--- src/rtl/shift_pipe_unit_if.sv ---
// Handshake bundle between issue/decode, the shift unit and the writeback mux.
// master = the pipeline surroundings (issue side + writeback side), slave = the unit.
interface shift_pipe_if #(
    parameter int DATA_WIDTH = 32,
    parameter int NUM_WIDTH  = 5,
    parameter int TAG_WIDTH  = 5
);
    logic                  flush;
    logic                  in_valid;
    logic                  in_ready;
    logic [1:0]            in_op;
    logic [DATA_WIDTH-1:0] in_data;
    logic [NUM_WIDTH-1:0]  in_shamt;
    logic [TAG_WIDTH-1:0]  in_tag;
    logic                  out_valid;
    logic                  out_ready;
    logic [DATA_WIDTH-1:0] out_data;
    logic [TAG_WIDTH-1:0]  out_tag;

    modport master (
        output flush, in_valid, in_op, in_data, in_shamt, in_tag, out_ready,
        input  in_ready, out_valid, out_data, out_tag
    );

    modport slave (
        input  flush, in_valid, in_op, in_data, in_shamt, in_tag, out_ready,
        output in_ready, out_valid, out_data, out_tag
    );
endinterface

--- src/rtl/shift_pipe_unit.sv ---
// Two-stage shift unit: stage 1 does the coarse shift (multiples of 4),
// stage 2 the fine shift (0-3). Results leave in order with their tag.
// Optional macro SHIFT_ROTATE_EN: op 11 becomes rotate-left; without it
// op 11 is a pass-through and no rotate logic exists.
module shift_pipe_unit #(
    parameter int DATA_WIDTH = 32,
    parameter int NUM_WIDTH  = 5,
    parameter int TAG_WIDTH  = 5
) (
    input  logic       clk,
    input  logic       rst,
    shift_pipe_if.slave io_bus
);

    // Shared shifter used by both stages; the fill rules are identical,
    // only the amount differs. SRA fill is the current MSB, which after
    // stage 1 is still the original sign bit.
    function automatic logic [DATA_WIDTH-1:0] f_shift(
        input logic [1:0]            op,
        input logic [DATA_WIDTH-1:0] d,
        input logic [NUM_WIDTH-1:0]  amt
    );
`ifdef SHIFT_ROTATE_EN
        logic [2*DATA_WIDTH-1:0] dd;
        dd = {d, d} << amt;
`endif
        case (op)
            2'b00:   f_shift = d << amt;
            2'b01:   f_shift = d >> amt;
            2'b10:   f_shift = $signed(d) >>> amt;
`ifdef SHIFT_ROTATE_EN
            default: f_shift = dd[2*DATA_WIDTH-1:DATA_WIDTH];
`else
            default: f_shift = d;
`endif
        endcase
    endfunction

    logic                  r_s1_valid;
    logic [1:0]            r_s1_op;
    logic [DATA_WIDTH-1:0] r_s1_data;
    logic [1:0]            r_s1_shamt;
    logic [TAG_WIDTH-1:0]  r_s1_tag;
    logic                  r_s2_valid;
    logic [DATA_WIDTH-1:0] r_s2_data;
    logic [TAG_WIDTH-1:0]  r_s2_tag;

    logic                  w_s2_adv;
    logic                  w_in_ready;
    logic                  w_in_fire;
    logic [NUM_WIDTH-1:0]  w_coarse_amt;
    logic [NUM_WIDTH-1:0]  w_fine_amt;

    // in_ready depends combinationally on out_ready: no skid buffer, so a
    // full pipe only accepts when the head is leaving this cycle.
    assign w_s2_adv     = r_s1_valid && (!r_s2_valid || io_bus.out_ready);
    assign w_in_ready   = !r_s1_valid || w_s2_adv;
    assign w_in_fire    = io_bus.in_valid && w_in_ready;
    assign w_coarse_amt = {io_bus.in_shamt[NUM_WIDTH-1:2], 2'b00};
    assign w_fine_amt   = {{(NUM_WIDTH-2){1'b0}}, r_s1_shamt};

    assign io_bus.in_ready  = w_in_ready;
    assign io_bus.out_valid = r_s2_valid;
    assign io_bus.out_data  = r_s2_data;
    assign io_bus.out_tag   = r_s2_tag;

    // Stage 1: valid tracking with flush kill, coarse shift on accept.
    always_ff @(posedge clk or posedge rst) begin
        if (rst) begin
            r_s1_valid <= 1'b0;
            r_s1_op    <= '0;
            r_s1_data  <= '0;
            r_s1_shamt <= '0;
            r_s1_tag   <= '0;
        end else begin
            if (io_bus.flush)
                r_s1_valid <= 1'b0;
            else if (w_in_ready)
                r_s1_valid <= io_bus.in_valid;
            if (w_in_fire) begin
                r_s1_op    <= io_bus.in_op;
                r_s1_data  <= f_shift(io_bus.in_op, io_bus.in_data, w_coarse_amt);
                r_s1_shamt <= io_bus.in_shamt[1:0];
                r_s1_tag   <= io_bus.in_tag;
            end
        end
    end

    // Stage 2: fine shift on advance; drains when downstream takes the head.
    always_ff @(posedge clk or posedge rst) begin
        if (rst) begin
            r_s2_valid <= 1'b0;
            r_s2_data  <= '0;
            r_s2_tag   <= '0;
        end else begin
            if (io_bus.flush)
                r_s2_valid <= 1'b0;
            else if (w_s2_adv)
                r_s2_valid <= 1'b1;
            else if (io_bus.out_ready)
                r_s2_valid <= 1'b0;
            if (w_s2_adv) begin
                r_s2_data <= f_shift(r_s1_op, r_s1_data, w_fine_amt);
                r_s2_tag  <= r_s1_tag;
            end
        end
    end

endmodule
--- src/flat_wrapper.sv ---
// flat-port wrapper written by rule: the top's interface ports become plain ports
module shift_pipe_unit_flat 
#(
    parameter int DATA_WIDTH = 32,
    parameter int NUM_WIDTH  = 5,
    parameter int TAG_WIDTH  = 5
)
  (clk, rst, io_bus_flush, io_bus_in_valid, io_bus_in_op, io_bus_in_data, io_bus_in_shamt, io_bus_in_tag, io_bus_out_ready, io_bus_in_ready, io_bus_out_valid, io_bus_out_data, io_bus_out_tag);
  shift_pipe_if #(.DATA_WIDTH(DATA_WIDTH), .NUM_WIDTH(NUM_WIDTH), .TAG_WIDTH(TAG_WIDTH)) io_bus_i ();
  input  logic clk;
  input  logic rst;
  input wire logic [$bits(io_bus_i.flush)-1:0] io_bus_flush;
  input wire logic [$bits(io_bus_i.in_valid)-1:0] io_bus_in_valid;
  input wire logic [$bits(io_bus_i.in_op)-1:0] io_bus_in_op;
  input wire logic [$bits(io_bus_i.in_data)-1:0] io_bus_in_data;
  input wire logic [$bits(io_bus_i.in_shamt)-1:0] io_bus_in_shamt;
  input wire logic [$bits(io_bus_i.in_tag)-1:0] io_bus_in_tag;
  input wire logic [$bits(io_bus_i.out_ready)-1:0] io_bus_out_ready;
  output wire logic [$bits(io_bus_i.in_ready)-1:0] io_bus_in_ready;
  output wire logic [$bits(io_bus_i.out_valid)-1:0] io_bus_out_valid;
  output wire logic [$bits(io_bus_i.out_data)-1:0] io_bus_out_data;
  output wire logic [$bits(io_bus_i.out_tag)-1:0] io_bus_out_tag;
  assign io_bus_i.flush = io_bus_flush;
  assign io_bus_i.in_valid = io_bus_in_valid;
  assign io_bus_i.in_op = io_bus_in_op;
  assign io_bus_i.in_data = io_bus_in_data;
  assign io_bus_i.in_shamt = io_bus_in_shamt;
  assign io_bus_i.in_tag = io_bus_in_tag;
  assign io_bus_i.out_ready = io_bus_out_ready;
  assign io_bus_in_ready = io_bus_i.in_ready;
  assign io_bus_out_valid = io_bus_i.out_valid;
  assign io_bus_out_data = io_bus_i.out_data;
  assign io_bus_out_tag = io_bus_i.out_tag;
  shift_pipe_unit #(.DATA_WIDTH(DATA_WIDTH), .NUM_WIDTH(NUM_WIDTH), .TAG_WIDTH(TAG_WIDTH)) u_core (.clk(clk), .rst(rst), .io_bus(io_bus_i));
endmodule
--- config.mk ---
export PLATFORM = sky130hd
export DESIGN_NAME = shift_pipe_unit_flat
export DESIGN_NICKNAME = d
export VERILOG_FILES = /design/src/rtl/shift_pipe_unit_if.sv /design/src/rtl/shift_pipe_unit.sv /design/src/flat_wrapper.sv
export SDC_FILE = /design/constraint.sdc
export NUM_CORES = 1
export LEC_CHECK = 0
export BUFFER_PORTS_ARGS = -buffer_cell sky130_fd_sc_hd__buf_2
export CORE_UTILIZATION = 30
export CTS_BUF_LIST = sky130_fd_sc_hd__clkbuf_8
export DETAILED_ROUTE_END_ITERATION = 8
export SETUP_SLACK_MARGIN = 0.2
export SYNTH_ARGS = -nofsm -noshare
export SYNTH_HDL_FRONTEND = slang
export SYNTH_SLANG_ARGS = --single-unit
--- constraint.sdc ---
create_clock -name clk -period 2 [get_ports clk]
set_input_delay 0.1 -clock clk [delete_from_list [all_inputs] [get_ports clk]]
set_output_delay 0.1 -clock clk [all_outputs]
set_load 0.005 [all_outputs]
### After elaboration in Yosys (flattened, before gate mapping)

Index checks and enable logic that the tools add are counted.

| storage, ports and cells | value |
|---|---|
| output and inout port bits | 39 |
| bits of input ports | 49 |
| register bits after elaboration | 80 |
| logic and storage cells | 35 |

| operators by class | value |
|---|---|
| reductions and logical operators | 10 |
| eq/ne operators | 4 |
| multiplexer cells | 7 |
| shift-type cells | 6 |

Operators with widths:

| operator | count |
|---|---|
| $pmux 32 s3 | 2 |
| $shl 32x2->32 | 1 |
| $shl 32x5->32 | 1 |
| $shr 32x2->32 | 1 |
| $shr 32x5->32 | 1 |
| $sshr 32x2->32 | 1 |
| $sshr 32x5->32 | 1 |
| $mux 1 | 5 |
| $eq 2x1->1 const B | 2 |
| $eq 2x2->1 const B | 2 |
| $logic_not 2->1 | 2 |
| $reduce_bool 3->1 | 1 |
| $logic_and 1x1->1 | 2 |
| $logic_not 1->1 | 2 |
| $logic_or 1x1->1 | 2 |
| $reduce_bool 2->1 | 1 |

### Logic depth before layout (Yosys ltp)

| logic depth | value |
|---|---|
| depth after elaboration | 6 |
| gate-level depth with buffers | 8 |
| mapped depth without buffers | 5 |

### Worst setup path before layout

OpenSTA, ideal clock, no wires.

| timing path | value |
|---|---|
| kind | register -> register |
| start point | register u_core.r_s1_shamt[0] |
| end point | register u_core.r_s2_data[3] (netlist: u_core.io_bus.out_data[3]) |
| buffers on the path | 2 |
| library setup time | 0.126 ns |
| period minus slack after synthesis | 1.756 ns |
| setup slack | 0.244 ns |
| data arrival time | 1.631 ns |
| required time | 1.874 ns |
| cell stages (with the launch flop) | 6 |
| path through | dfrtp_1 -> buf_2 -> buf_2 -> mux4_2 -> a221oi_2 -> a21oi_2 |

| between the ends | value |
|---|---|
| longest elaborated chain between the ends | 2 |
| elaborated cells on any way between the ends | 4 |
| those cells by class | shift (3); mux (1) |

RTL lines:

| element | RTL line | text |
|---|---|---|
| start: declaration | shift_pipe_unit.sv:42 | `logic [1:0] r_s1_shamt;` |
| start signal: assignment | shift_pipe_unit.sv:83 | `r_s1_shamt <= io_bus.in_shamt[1:0];` |
| $sshr 32x2->32 (tied with other cells) | shift_pipe_unit.sv:30 | `2'b10: f_shift = $signed(d) >>> amt;` |
| $pmux 32 s3 * | shift_pipe_unit.sv:27 | `case (op)` |
| end signal: assignment | shift_pipe_unit.sv:103 | `r_s2_data <= f_shift(r_s1_op, r_s1_data, w_fine_amt);` |
| end: declaration | shift_pipe_unit.sv:45 | `logic [DATA_WIDTH-1:0] r_s2_data;` |

Every way passes the cells marked *; elsewhere a longest branch is shown, timed or not.
A chain may end at the register's enable or synchronous reset.

### Final worst setup path

| timing path | value |
|---|---|
| start point | register u_core.r_s1_shamt[0] |
| end point | register u_core.r_s2_data[2] (netlist: u_core.io_bus.out_data[2]) |

The elaborated chain is that of the path after synthesis.

==> summary.md <==
| Metric | Value |
|---|---|
| Result of the run | `finished, violations left` |
| Nets@finish | `974` |
| Netlist cell types | `68` |
| Power Dens Cells | `673 mW/mm^2` |
| Tightest Pin Transition | `594 ps` |
| Reg2Reg Setup Slack | `190 ps` |
| Post-synthesis mux area share | `0.232` |
| Final hold vios | `0` |
| TritonCTS clock tree | `done` |
| CTS sink count | `80` |
| Max clock buf depth | `2` |
| Remaining antenna violation count | `0` |
| Routability cong. | `0.919` |
| #FFs+latches synth | `80` |
| 1st-iter DRT viols | `920` |
| Largest delay share family, worst path | `multiplexers` |
| RSZ-0062 raised after global routing | `yes` |
| WP data arrival | `2060 ps` |
| Crit path time final | `1810 ps` |
| Fin cells | `1,254` |
| Slowest CP cell | `mux4_2` |
| Synth top area cells | `dfrtp_1 27%, mux4_2 12%, mux2i_1 9.0%` |
| # port buffers | `87` |
| Crit path cell chain | `buf_2, mux4_2, nor2b_1, o31ai_1, a21oi_1, o21ai_1` |
| DIE WIDTH | `159 um` |
| Later-pin clock latency in the skew report | `380 ps` |
| Kind of critical path | `register to register` |
| Setup TNS | `0 ps` |
| Syn_nets | `882` |
| Ys flop type | `dfrtp_1` |
| Synth Cell Area | `0.00742 mm^2` |
| Setup Skew | `18.6 ps` |
| Initial Util | `0.306` |
| Via count | `7,280` |
| FMAX | `552 MHz` |
| Largest net degree at the start of global routing | `81` |
| Pre-antenna DRT Iters | `7` |
| Die H | `159 um` |
| Post-Synthesis Cells | `833` |
| Most common cell in the synthesized netlist | `nand2_1` |
| Root buffer cell | `clkbuf_8` |
| DRC | `2` |
| Filler cell count | `2,548` |
| DP Wirelength | `18,100 um` |
| Crit. End Element | `register` |
| Max-slew headroom | `0.599` |
| Routed wl met3 | `2220 um` |
| First-pass GRT wire length | `40,900 um` |
| Violated checks | `design-rule violations` |
| Clock-pin slew on the worst setup and hold paths | `100 ps` |
| P_leak | `3.55 nW` |
| Avg Inst Size Synth | `8.90 um^2` |
| Largest stage delay, worst path | `530 ps` |
| Die area | `0.0254 mm^2` |
| Worst Path Buf+Inv | `1` |
| Synth cell count leaders | `120 x nand2_1, 80 x dfrtp_1, 80 x nor2_1, 67 x mux2i_1, 44 x a21oi_1` |
| Average wire per standard cell | `20.2 um` |
| Share of layout cells above drive strength 1 | `0.288` |
| Post-synth top area share | `0.270` |
| Synth warn | `0` |
| Global-route usage over all layers | `0.202` |
| Core ar. | `0.0242 mm^2` |
| Placed insts | `1,220` |
| H-tree depth | `3` |
| Average vias per placed instance | `5.81` |
| Antenna violations before repair | `0` |
| DRT Wirelength | `25,300 um` |
| Worst min-delay path category | `primary input to register` |
| Tcrit/Tclk final | `0.905` |
| Worst path required time | `2250 ps` |
| Top sig layer | `met4` |
| Max_cap viols | `0` |
| Synth Area in Adders | `0` |
| Largest family of logic cells by synthesized area | `compound AO/OA/AOI/OAI gates` |
| CP Max Fanout | `8` |
| Max Slew Vio Count | `0` |
| Post-Synth Simple-Gate Area | `0.166` |
| Num CTS Buffers | `9` |
| Post-synth top area cell | `dfrtp_1` |
| Post-synth EDFFs | `0` |
| Vias in the first global route | `7,039` |
| N_diodes | `0` |
| Row count | `57` |
| Global route overflow | `0` |
| CP Launch Type | `register` |
| Metal-1 WL | `11,400 um` |
| XOR/XNOR Fraction of Synth Area | `0.00557` |
| Seq/Total Area, Yosys | `0.270` |
| Area delta synth->final | `18.1%` |
| Fraction of registers with async set/reset | `1.00` |
| Final setup viols | `0` |
| Met2 wire len | `11,200 um` |
| Max rail drop VDD | `0.000301 V` |
| Compound-Gate Fraction of Synth Area | `0.262` |
| Num ports | `88` |
[report_power, final]
group | internal (W) | switching (W) | total [W]
Clock | 0.000515 | 0.000650 | 0.00116
Sequential | 0.00192 | 0.000417 | 0.00233
Combinational | 0.00114 | 0.00126 | 0.00240
[per-stage QoR]
| step | hold slack (ps) | utilization | instance area (um^2) | power, W | setup slack (ps) |
|---|---|---|---|---|---|
| after detailed placement | 272 | 0.346 | 8400 | 0.00469 | 142 |
| after CTS | 22.5 | 0.359 | 8710 | 0.00589 | 200 |
| after global placement | 270 | 0.346 | 8400 | 0.00467 | 147 |
| after floorplan | 163 | - | 7420 | 0.00379 | 244 |
| final | 43.9 | 0.361 | 8760 | 0.00590 | 189 |
| after global routing | 61.5 | 0.361 | 8760 | 0.00625 | 109 |
[sequential cells by signal (all words and copies together), names as in the netlist]
signal and flops:
u_core.r_s1_tag 5, u_core.io_bus.out_data 32, u_core.io_bus.out_tag 5, u_core.r_s1_shamt 2
u_core.r_s1_data 32, u_core.r_s1_op 2, u_core.r_s1_valid 1, u_core.io_bus.out_valid 1
[final cells by class]
cell class | instances | area, um^2 | area share
well taps | 324 | 405 | 0.0463
inverters | 9 | 37.5 | 0.00429
clock inverters | 5 | 32.5 | 0.00371
clock buffers | 11 | 151 | 0.0173
multi-input cells | 663 | 4950 | 0.565
flip-flops and latches | 80 | 2010 | 0.229
repair buffers | 162 | 1180 | 0.134
[final timing paths]
| path | cells past startpoint | to | start |
|---|---|---|---|
| min reg2reg | 2 | u_core.io_bus.out_tag[0]$_DFFE_PP0P_ | u_core.r_s1_tag[0]$_DFFE_PP0P_ |
| max in group asynchronous | 4 | u_core.r_s1_shamt[0]$_DFFE_PP0P_ | rst |
| min | 3 | u_core.io_bus.out_valid$_DFFE_PP0P_ | io_bus_out_ready |
| max | 6 | u_core.io_bus.out_data[2]$_DFFE_PP0P_ | u_core.r_s1_shamt[0]$_DFFE_PP0P_ |
| max reg2reg | 6 | u_core.io_bus.out_data[2]$_DFFE_PP0P_ | u_core.r_s1_shamt[0]$_DFFE_PP0P_ |
| min in group asynchronous | 4 | u_core.io_bus.out_data[7]$_DFFE_PP0P_ | rst |
[cell usage in the layout (no fill, tap or decap), types with 11 or more instances in the layout]
master and n:
buf_12 12, nor3_1 21, a31oi_1 11, a221oi_2 20, buf_4 52, mux2i_1 67, a221oi_1 13, nand2_1 120
o21ai_0 40, nor2_1 80, clkbuf_8 11, a21oi_2 19, a21oi_1 43, o211ai_1 18, dfrtp_1 79, o21ai_1 18
mux4_2 39, mux2_2 13, buf_2 87
[per-layer routing]
layer | up-vias | global-route usage
met5 | - | 0
met4 | 0 | 0.0594
met3 | 38 | 0.0456
met2 | 394 | 0.304
met1 | 3514 | 0.286
li1 | 3334 | -
[cell families (layout without fill, tap and decap cells)]
| kind of cell | Yosys count | count (layout) |
|---|---|---|
| buffers and inverters | 90 | 187 |
| muxes | 121 | 121 |
| and+or+nand+nor | 278 | 278 |
| xor gates and xnor gates | 3 | 3 |
| DFF | 80 | 80 |
| AOI/OAI and AO/OA | 261 | 261 |
[worst reg2reg max path, delay by kind of cell (launching register included)]
kind	cells	cell delay [ps]
AO/OA/AOI/OAI	3	320
buffers and inverters	1	210
flip-flops	1	510
multiplexers	1	530
AND/OR/NAND/NOR	1	130
[what timing repair did]
item | 4_1_cts | 5_1_grt
pin swaps | 0 | 2
endpoints found under the setup margin | 14 | 27
endpoints found under the hold margin | 89 | 0
hold buffers | 10 | 0
resized for setup | 0 | 4
buffers inserted | 4 | 4
cloned | 0 | 0
No activity file was read; power rests on OpenSTA's default activity.
